--- config.mk ---
export PLATFORM = sky130hd
export DESIGN_NAME = game_timer_flat
export DESIGN_NICKNAME = d
export VERILOG_FILES = /design/src/rtl/game_pkg.sv /design/src/rtl/game_timer_if.sv /design/src/rtl/bcd_mmss_counter.sv /design/src/rtl/game_timer.sv /design/src/flat_wrapper.sv
export SDC_FILE = /design/constraint.sdc
export NUM_CORES = 1
export LEC_CHECK = 0
export BUFFER_PORTS_ARGS = -buffer_cell sky130_fd_sc_hd__clkbuf_2
export CORE_MARGIN = 1
export CORE_UTILIZATION = 52
export DETAILED_ROUTE_END_ITERATION = 10
export GPL_ROUTABILITY_DRIVEN = 0
export PLACE_DENSITY = 0.75
export SLEW_MARGIN = 20
export SYNTH_ARGS = -nofsm -noshare
export SYNTH_HDL_FRONTEND = slang
export SYNTH_SLANG_ARGS = --single-unit
--- constraint.sdc ---
create_clock -name clk -period 2.15 [get_ports clk]
set_clock_uncertainty 0.05 [all_clocks]
set_input_delay 0.1075 -clock clk [delete_from_list [all_inputs] [get_ports clk]]
set_output_delay 0.1075 -clock clk [all_outputs]
set_load 0.05 [all_outputs]
--- src/rtl/game_pkg.sv ---
// Shared definitions for the game timer and the downstream score stage.
package game_pkg;

   // Width of the elapsed-seconds value handed to the score stage.
   localparam int TIMER_W = 11;

   // Timer FSM encoding; exported so the score stage can decode it.
   typedef enum logic [1:0] {
      ST_IDLE     = 2'd0,
      ST_RUNNING  = 2'd1,
      ST_PAUSED   = 2'd2,
      ST_FINISHED = 2'd3
   } game_state_t;

   // Prescaler width for a given clock rate, never narrower than one bit.
   function automatic int presc_width(input int clk_hz);
      return (clk_hz > 1) ? $clog2(clk_hz) : 1;
   endfunction

endpackage

--- src/rtl/game_timer_if.sv ---
// Control pulses into the game timer and its registered status outputs.
// Handshake: clear/start/pause/solved are single-cycle pulses sampled on the
// rising clock edge; there is no ready/valid back-pressure, every status
// output is a plain register valid in every cycle.
interface game_timer_if;
   import game_pkg::*;

   logic               clear;
   logic               start;
   logic               pause;
   logic               solved;
   logic [TIMER_W-1:0] timer;
   logic [3:0]         sec_ones;
   logic [3:0]         sec_tens;
   logic [3:0]         min_ones;
   logic [3:0]         min_tens;
   logic               second_tick;
   logic               running;
   logic               done;
   logic               timeout;

   modport master (
      output clear, start, pause, solved,
      input  timer, sec_ones, sec_tens, min_ones, min_tens,
      input  second_tick, running, done, timeout
   );

   modport slave (
      input  clear, start, pause, solved,
      output timer, sec_ones, sec_tens, min_ones, min_tens,
      output second_tick, running, done, timeout
   );

endinterface

--- src/rtl/bcd_mmss_counter.sv ---
// Incremental mm:ss BCD counter; advanced once per elapsed second so the
// display digits track the binary timer without any divider.
module bcd_mmss_counter (
   input  logic       clk,
   input  logic       reset,
   input  logic       clear,
   input  logic       inc,
   output logic [3:0] sec_ones,
   output logic [3:0] sec_tens,
   output logic [3:0] min_ones,
   output logic [3:0] min_tens
);

   // Ripple-carry the four digits on each increment: 9->0, 5->0, 9->0.
   always_ff @(posedge clk or posedge reset) begin
      if (reset) begin
         sec_ones <= 4'd0;
         sec_tens <= 4'd0;
         min_ones <= 4'd0;
         min_tens <= 4'd0;
      end else if (clear) begin
         sec_ones <= 4'd0;
         sec_tens <= 4'd0;
         min_ones <= 4'd0;
         min_tens <= 4'd0;
      end else if (inc) begin
         if (sec_ones != 4'd9) begin
            sec_ones <= sec_ones + 4'd1;
         end else begin
            sec_ones <= 4'd0;
            if (sec_tens != 4'd5) begin
               sec_tens <= sec_tens + 4'd1;
            end else begin
               sec_tens <= 4'd0;
               if (min_ones != 4'd9) begin
                  min_ones <= min_ones + 4'd1;
               end else begin
                  min_ones <= 4'd0;
                  // 2047 s is 34:07, so min_tens never wraps in practice.
                  min_tens <= (min_tens == 4'd9) ? 4'd0 : min_tens + 4'd1;
               end
            end
         end
      end
   end

endmodule

--- src/rtl/game_timer.sv ---
// Puzzle game timer: counts whole seconds from start until solved or
// saturation, with pause/resume and a BCD mm:ss view of the count.
module game_timer
   import game_pkg::*;
#(
   parameter int CLK_HZ      = 50_000_000,
   parameter int MAX_SECONDS = 2047
) (
   input  logic        clk,
   input  logic        reset,
   game_timer_if.slave bus,
   output game_state_t state
);

   localparam int                 PRE_W     = presc_width(CLK_HZ);
   localparam logic [PRE_W-1:0]   PRE_LAST  = PRE_W'(CLK_HZ - 1);
   localparam logic [TIMER_W-1:0] TIMER_SAT = TIMER_W'(MAX_SECONDS);

   game_state_t        state_q, state_d;
   logic [PRE_W-1:0]   presc_q, presc_d;
   logic [TIMER_W-1:0] timer_q, timer_d;
   logic [TIMER_W-1:0] timer_inc;
   logic               tick_q, tick_d;
   logic               timeout_q, timeout_d;
   logic               running_q, done_q;
   logic               wrap;

   assign wrap      = (presc_q == PRE_LAST);
   assign timer_inc = timer_q + 1'b1;

   // State and counter registers; status flags are decoded from the next
   // state so every output is registered and lines up with timer.
   always_ff @(posedge clk or posedge reset) begin
      if (reset) begin
         state_q   <= ST_IDLE;
         presc_q   <= '0;
         timer_q   <= '0;
         tick_q    <= 1'b0;
         timeout_q <= 1'b0;
         running_q <= 1'b0;
         done_q    <= 1'b0;
      end else begin
         state_q   <= state_d;
         presc_q   <= presc_d;
         timer_q   <= timer_d;
         tick_q    <= tick_d;
         timeout_q <= timeout_d;
         running_q <= (state_d == ST_RUNNING);
         done_q    <= (state_d == ST_FINISHED);
      end
   end

   // Next-state logic; priority clear > solved > increment > pause.
   always_comb begin
      state_d   = state_q;
      presc_d   = presc_q;
      timer_d   = timer_q;
      tick_d    = 1'b0;
      timeout_d = timeout_q;
      if (bus.clear) begin
         state_d   = ST_IDLE;
         presc_d   = '0;
         timer_d   = '0;
         timeout_d = 1'b0;
      end else begin
         case (state_q)
            ST_IDLE: begin
               presc_d   = '0;
               timer_d   = '0;
               timeout_d = 1'b0;
               if (bus.start) state_d = ST_RUNNING;
            end
            ST_RUNNING: begin
               if (bus.solved) begin
                  // Solving on a wrap cycle swallows that second.
                  state_d   = ST_FINISHED;
                  timeout_d = 1'b0;
               end else if (wrap) begin
                  presc_d = '0;
                  timer_d = timer_inc;
                  tick_d  = 1'b1;
                  if (timer_inc >= TIMER_SAT) begin
                     state_d   = ST_FINISHED;
                     timeout_d = 1'b1;
                  end else if (bus.pause) begin
                     state_d = ST_PAUSED;
                  end
               end else begin
                  // The pause cycle itself is still a running cycle.
                  presc_d = presc_q + 1'b1;
                  if (bus.pause) state_d = ST_PAUSED;
               end
            end
            ST_PAUSED: begin
               if (bus.solved) begin
                  state_d   = ST_FINISHED;
                  timeout_d = 1'b0;
               end else if (bus.pause) begin
                  state_d = ST_RUNNING;
               end
            end
            ST_FINISHED: begin
               state_d = ST_FINISHED;
            end
            default: begin
               state_d   = ST_IDLE;
               presc_d   = '0;
               timer_d   = '0;
               timeout_d = 1'b0;
            end
         endcase
      end
   end

   bcd_mmss_counter u_bcd (
      .clk      (clk),
      .reset    (reset),
      .clear    (bus.clear),
      .inc      (tick_d),
      .sec_ones (bus.sec_ones),
      .sec_tens (bus.sec_tens),
      .min_ones (bus.min_ones),
      .min_tens (bus.min_tens)
   );

   assign bus.timer       = timer_q;
   assign bus.second_tick = tick_q;
   assign bus.running     = running_q;
   assign bus.done        = done_q;
   assign bus.timeout     = timeout_q;
   assign state           = state_q;

endmodule

--- src/flat_wrapper.sv ---
// flat-port wrapper written by rule: the top's interface ports become plain ports
module game_timer_flat import game_pkg::*;
#(
   parameter int CLK_HZ      = 50_000_000,
   parameter int MAX_SECONDS = 2047
)
  (clk, reset, state, bus_clear, bus_start, bus_pause, bus_solved, bus_timer, bus_sec_ones, bus_sec_tens, bus_min_ones, bus_min_tens, bus_second_tick, bus_running, bus_done, bus_timeout);
  game_timer_if bus_i ();
  input  logic clk;
  input  logic reset;
  output game_state_t state;
  input wire logic [$bits(bus_i.clear)-1:0] bus_clear;
  input wire logic [$bits(bus_i.start)-1:0] bus_start;
  input wire logic [$bits(bus_i.pause)-1:0] bus_pause;
  input wire logic [$bits(bus_i.solved)-1:0] bus_solved;
  output wire logic [$bits(bus_i.timer)-1:0] bus_timer;
  output wire logic [$bits(bus_i.sec_ones)-1:0] bus_sec_ones;
  output wire logic [$bits(bus_i.sec_tens)-1:0] bus_sec_tens;
  output wire logic [$bits(bus_i.min_ones)-1:0] bus_min_ones;
  output wire logic [$bits(bus_i.min_tens)-1:0] bus_min_tens;
  output wire logic [$bits(bus_i.second_tick)-1:0] bus_second_tick;
  output wire logic [$bits(bus_i.running)-1:0] bus_running;
  output wire logic [$bits(bus_i.done)-1:0] bus_done;
  output wire logic [$bits(bus_i.timeout)-1:0] bus_timeout;
  assign bus_i.clear = bus_clear;
  assign bus_i.start = bus_start;
  assign bus_i.pause = bus_pause;
  assign bus_i.solved = bus_solved;
  assign bus_timer = bus_i.timer;
  assign bus_sec_ones = bus_i.sec_ones;
  assign bus_sec_tens = bus_i.sec_tens;
  assign bus_min_ones = bus_i.min_ones;
  assign bus_min_tens = bus_i.min_tens;
  assign bus_second_tick = bus_i.second_tick;
  assign bus_running = bus_i.running;
  assign bus_done = bus_i.done;
  assign bus_timeout = bus_i.timeout;
  game_timer #(.CLK_HZ(CLK_HZ), .MAX_SECONDS(MAX_SECONDS)) u_core (.clk(clk), .reset(reset), .bus(bus_i), .state(state));
endmodule
Yosys cells after proc, flatten, opt, wreduce, memory -nomap -nowiden

Index checks and enable logic that the tools add are counted.

Bits in registers: 59
Bits of input ports: 6
Output and inout port bits: 33
Word-level logic and storage cells: 91

Add/subtract/negate cells: 6
$lt $le $gt $ge: 1
Eq/ne operators: 18
Mux-type cells: 45
Reductions and logical operators: 10

Operators with widths:

| cell                    | count |
|---|---|
| $mux W26                | 3 |
| $mux W4                 | 18 |
| $pmux W26 S2            | 1 |
| $mux W11                | 3 |
| $add A26 B1 Y26 const B | 1 |
| $eq A26 B26 Y1 const B  | 1 |
| $pmux W11 S2            | 1 |
| $add A4 B1 Y4 const B   | 4 |
| $mux W2                 | 8 |
| $ne A4 B3 Y1 const B    | 3 |
| $add A11 B1 Y11 const B | 1 |
| $ge A11 B11 Y1 const B  | 1 |
| $mux W1                 | 9 |
| $ne A4 B4 Y1 const B    | 2 |
| $pmux W2 S4             | 1 |
| $reduce_and A4 Y1       | 2 |
| $eq A2 B2 Y1 const B    | 3 |
| $ne A2 B2 Y1 const B    | 3 |
| $ne A3 B3 Y1 const B    | 2 |
| $reduce_and A3 Y1       | 2 |
| $eq A2 B1 Y1 const B    | 2 |
| $eq A4 B4 Y1 const B    | 1 |
| $reduce_and A2 Y1       | 2 |
| $reduce_bool A4 Y1      | 1 |
| 5 further kinds         | 5 |

Depth between registers and ports, before layout

Depth after elaboration: 8
Depth in mapped cells: 8
Gate-level depth less buffers: 8

Hierarchy

Synthesis repeated with hierarchy kept, for this count alone.

Cells, all modules: 400
Area, all modules: 3,619.7 µm²

Modules (own cells, without submodules):

| module           | instances | cells an instance | area each (µm²) | seq. area each (µm²) |
|---|---|---|---|---|
| game_timer       | 1         | 303               | 2,720.1         | 1,076.0 |
| bcd_mmss_counter | 1         | 97                | 899.6           | 400.4 |

Worst setup path after synthesis

No wires, ideal clock.

Kind: register to register
Start point: register u_core.timer_q[0] (netlist: u_core.bus.timer[0])
End point: register u_core.timeout_q (netlist: u_core.bus.timeout)
Library setup time: 0.078 ns
Arrival time: 2.390 ns
Required time: 2.022 ns
Slack: -0.368 ns
Cell stages (with the launch flop): 9
Path buffers: 1
Clock period less this slack: 2.518 ns
Path through: dfrtp_1 ha_1 clkbuf_1 and3_1 a41oi_1 nor3_1 nand3_1 or3b_2 a21oi_1

Cells in the longest elaborated chain, start to end: 4

Ends and longest elaborated chain:

| what                               | line             | source |
|---|---|---|
| start: declaration                 | game_timer.sv:21 | `logic [TIMER_W-1:0] timer_q, timer_d;` |
| start signal: assignment           | game_timer.sv:45 | `timer_q <= timer_d;` |
| $add A11 B1 Y11                    | game_timer.sv:29 | `assign timer_inc = timer_q + 1'b1;` |
| $ge A11 B11 Y1                     | game_timer.sv:82 | `if (timer_inc >= TIMER_SAT) begin` |
| $ne A4 B3 Y1 (no source line)      | --               |  |
| $reduce_and A4 Y1 (no source line) | --               |  |
| end signal: assignment             | game_timer.sv:47 | `timeout_q <= timeout_d;` |
| end: declaration                   | game_timer.sv:24 | `logic timeout_q, timeout_d;` |

Every way passes these cells.
A chain may end at the register's enable or synchronous reset.

Final worst setup path

Start point: register u_core.presc_q[15]
End point: register u_core.timer_q[6] (netlist: u_core.bus.timer[6])

Cells in the longest elaborated chain, start to end: 3

Ends and longest elaborated chain:

| what                               | line             | source |
|---|---|---|
| start: declaration                 | game_timer.sv:20 | `logic [PRE_W-1:0] presc_q, presc_d;` |
| start signal: assignment           | game_timer.sv:44 | `presc_q <= presc_d;` |
| $eq A26 B26 Y1                     | game_timer.sv:28 | `assign wrap = (presc_q == PRE_LAST);` |
| $ne A3 B2 Y1 (no source line)      | --               |  |
| $reduce_and A3 Y1 (no source line) | --               |  |

Every way passes these cells.

==> summary.txt <==
STA
  – Unrepaired setup endpoints after global routing: true
  – Setup-failing EPs final: 19
  – Max-slew violation count: 0
  – Final Hold Vio Count: 0
  – Slew @ Worst Pin: 611 ps
  – Final min period: around 2200 ps
  – Hold slack: 16.6 ps
  – Period utilisation layout: 102%
  – Slew margin rel.: approximately three fifths
  – Fin Setup TNS: -528 ps
  – FMAX: 0.455 GHz
  – Worst setup slack after layout: -45.5 ps

Cells and area
  – Fill cell count: about 440
  – Area delta synth->final: 29.7%
  – Layout cells sized above 1: 30.1%
  – Most common cell after layout, fill and taps aside: nor2_1
  – Most frequent cells in the layout: nor2_1, dfrtp_1, clkbuf_2
  – Number of diodes: 0
  – Nets: 454

Job
  – Max cap viols: 0

Worst setup path
  – R2R setup slack: -50 ps
  – WP depth: 6
  – Worst reg2reg path depth: 6
  – Required @ worst endpoint: between 2000 and 2500 ps
  – WS Path Type: flop to flop
  – Reg2reg start: u_core.presc_q[15]$_DFFE_PP0P_
  – Critical path cell sequence: nand4_1 -> or4_4 -> or2_4 -> a21oi_4 -> buf_12 -> a31oi_1
  – Reg-to-reg endpoint: u_core.bus.timer[6]$_DFFE_PP0P_
  – Slowest CP cell: or4_4
  – Setup crit start kind: flop
  – CP endpoint kind: flop
  – Crit path max-delay family: simple AND/OR/NAND/NOR gates
  – CP peak stage delay: 650 ps
  – CP arrival: 2360 ps
  – Max Fanout on Critical Path: 13
  – Buf+Inv Stages, Crit Path: 1

Power and ir drop
  – Static leakage: 1.87 nW
  – Total Power: roughly 2.4 mW
  – Max VDD drop: between 0.0005 and 0.0006 V
  – Cell area power density: 570 mW/mm^2

Global route
  – First-pass GRT wire length: around 13,000 um
  – Vias in the first global route: roughly 2,700
  – Total GRT Usage: about a quarter
  – Initial antenna violation count: 0
  – Largest net degree at the start of global routing: 60
  – Remaining global-route overflow: 0

Route
  – First-iteration detailed-routing DRC count: 208
  – Routed WL: around 8200 um
  – DR WL/cell: ~16 um
  – Routed vias: 3,056
  – DR vias/cell: just under 6
  – DRT antenna net count: 0
  – Remaining DRCs: 0
  – DRT Pass-1 Iters: 4

Clocking
  – Total CTS buffers: 9
  – Clk_lat worst skew: between 300 and 400 ps
  – CTS H-tree depth: 3
  – Clock-pin slew on the worst setup and hold paths: roughly 60 ps
  – Clock tree buffer depth: 2
  – Clk sinks: a little under 60
  – CTS root buf: clkbuf_8
  – CTS tree: built

Yosys
  – Area leader, netlist: dfrtp_1
  – Distinct cells, synth: 48
  – Asr flop ratio synth: 100%
  – Synth Warn #: 0
  – Sequential-to-total area share from yosys stat: between 40% and 50%
  – Post-synthesis register bit count: 59
  – Avg Cell Area, Syn: roughly 9 um^2
  – Netlist Area Pre-Place: roughly 0.0032 mm^2
  – Yosys top cell area share: a little under half
  – Post-synthesis instance total: approximately 360
  – Synth area leaders: dfrtp_1, nor2_1, xor2_1, nand2_1, o21ai_0
  – EDFF count, synth: 0
  – Syn_nets: between 300 and 400
  – Synth Flop Type: dfrtp_1

Hold path
  – HP Class: input port to flop
  – Hold path startpoint: bus_clear
  – Worst hold endpoint: u_core.u_bcd.min_tens[3]$_DFFE_PP0P_
  – Hold path depth: 2

Die
  – I/O pins: 39
  – Die H: 80.9 um
  – Die ar.: 0.00654 mm^2
  – CORE AREA: ~0.0060 mm^2
  – Starting Density: 54.3%
  – Die Width: around 81 um
  – FP Rows: 28

Status
  – Status: complete, but fails checks
  – Failing checks: negative setup slack

Placement
  – IO buf count: 38
  – DP HPWL: 5360 um
[power by group]
| part | switching [mW] | total [mW] | internal [mW] |
|---|---|---|---|
| combinational | 0.126 | 0.193 | 0.0669 |
| sequential | 0.0129 | 1.13 | 1.12 |
| clock | 0.441 | 1.06 | 0.623 |
[worst max path at each step]
stage | from | end | slack [ps]
2_1_floorplan | u_core.bus.timer[0]$_DFFE_PP0P_ | u_core.bus.timeout$_DFFE_PP0P_ | -40
3_3_place_gp | u_core.presc_q[11]$_DFFE_PP0P_ | u_core.u_bcd.min_tens[2]$_DFFE_PP0P_ | 50
3_5_place_dp | u_core.presc_q[1]$_DFFE_PP0P_ | u_core.u_bcd.min_ones[3]$_DFFE_PP0P_ | -0.3
4_1_cts | u_core.presc_q[1]$_DFFE_PP0P_ | u_core.bus.timer[6]$_DFFE_PP0P_ | 9
5_1_grt | u_core.presc_q[24]$_DFFE_PP0P_ | u_core.u_bcd.min_tens[2]$_DFFE_PP0P_ | -90
6_report | u_core.presc_q[15]$_DFFE_PP0P_ | u_core.bus.timer[6]$_DFFE_PP0P_ | -50
[stage by stage]
step / cell area [um^2] / setup WS, ps / util (%) / cells
2_1_floorplan: 3320 / -40.7 / - / 361
3_3_place_gp: 3820 / 45.4 / 64.1 / 498
3_5_place_dp: 3820 / -0.270 / 64.1 / 498
4_1_cts: 4050 / 8.88 / 67.9 / 514
5_1_grt: 4190 / -93.6 / 70.4 / 520
6_report: 4190 / -45.5 / 70.4 / 520
[flip-flops by register name (all words and copies together), names as in the netlist]
| name | flops |
|---|---|
| u_core.u_bcd.min_ones | 4 |
| u_core.bus.running | 1 |
| u_core.bus.second_tick | 1 |
| u_core.u_bcd.sec_ones | 4 |
| u_core.bus.timeout | 1 |
| u_core.bus.timer | 11 |
| u_core.u_bcd.sec_tens | 4 |
| u_core.bus.done | 1 |
| u_core.state | 2 |
| u_core.u_bcd.min_tens | 4 |
| u_core.presc_q | 26 |
[what timing repair did]
| action | 4_1_cts | 5_1_grt |
|---|---|---|
| resized for setup | 4 | 18 |
| hold endpoints to repair | 59 | 0 |
| buffers inserted | 0 | 4 |
| hold buffers | 1 | 0 |
| pin swaps | 0 | 3 |
| endpoints found under the setup margin | 7 | 51 |
| cloned | 0 | 2 |
[cells in the mapped netlist, types with 2 or more instances]
master	instances
o31ai_1	4
or3b_2	2
nor3b_1	4
a21oi_1	16
ha_1	7
inv_1	11
or3_1	3
xnor2_1	9
nor2_1	52
and3_1	7
nand3_1	18
clkbuf_1	7
and4_1	3
o21ai_0	25
nand4_1	15
and2_1	3
a31oi_1	7
nor4_1	5
and3b_1	2
nor3_1	11
buf_2	3
nor2b_1	2
nor4bb_1	3
or2_2	2
o2111ai_1	2
mux2i_1	2
xor2_1	20
dfrtp_1	59
nand2_1	38
[layout make-up]
type	count	area [um^2]	share of cell area (%)
Timing Repair Buffer	78	544	13.0
Multi-Input combinational cell	281	1810	43.3
Timing Repair inverter	1	7.51	0.179
Tap cell	75	93.8	2.24
Clock inverter	2	35.0	0.835
Clock buffer	13	169	4.03
Inverter	11	41.3	0.984
Sequential cell	59	1490	35.5
[kinds of logic (layout without fill, tap and decap cells)]
| family | Yosys count | after routing | share of synthesized area [%] |
|---|---|---|---|
| XOR/XNOR | 29 | 29 | 7.86 |
| AND/OR/NAND/NOR | 181 | 181 | 29.2 |
| multiplexers | 2 | 2 | 0.619 |
| adder cells (fa/ha/maj) | 7 | 7 | 2.71 |
| buffers and inverters | 21 | 105 | 2.55 |
| flip-flops | 59 | 59 | 45.7 |
| AO/OA/AOI/OAI | 62 | 62 | 11.4 |
[per-layer routing]
layer | vias up | track usage, % | part of all wire [%]
li1 | 1446 | - | -
met1 | 1488 | 32.7 | 44
met2 | 105 | 39.8 | 49
met3 | 17 | 7.53 | 5.1
met4 | 0 | 10.2 | 2.2
met5 | - | 0 | 0
Note: power is estimated with default switching activity, not from simulation.
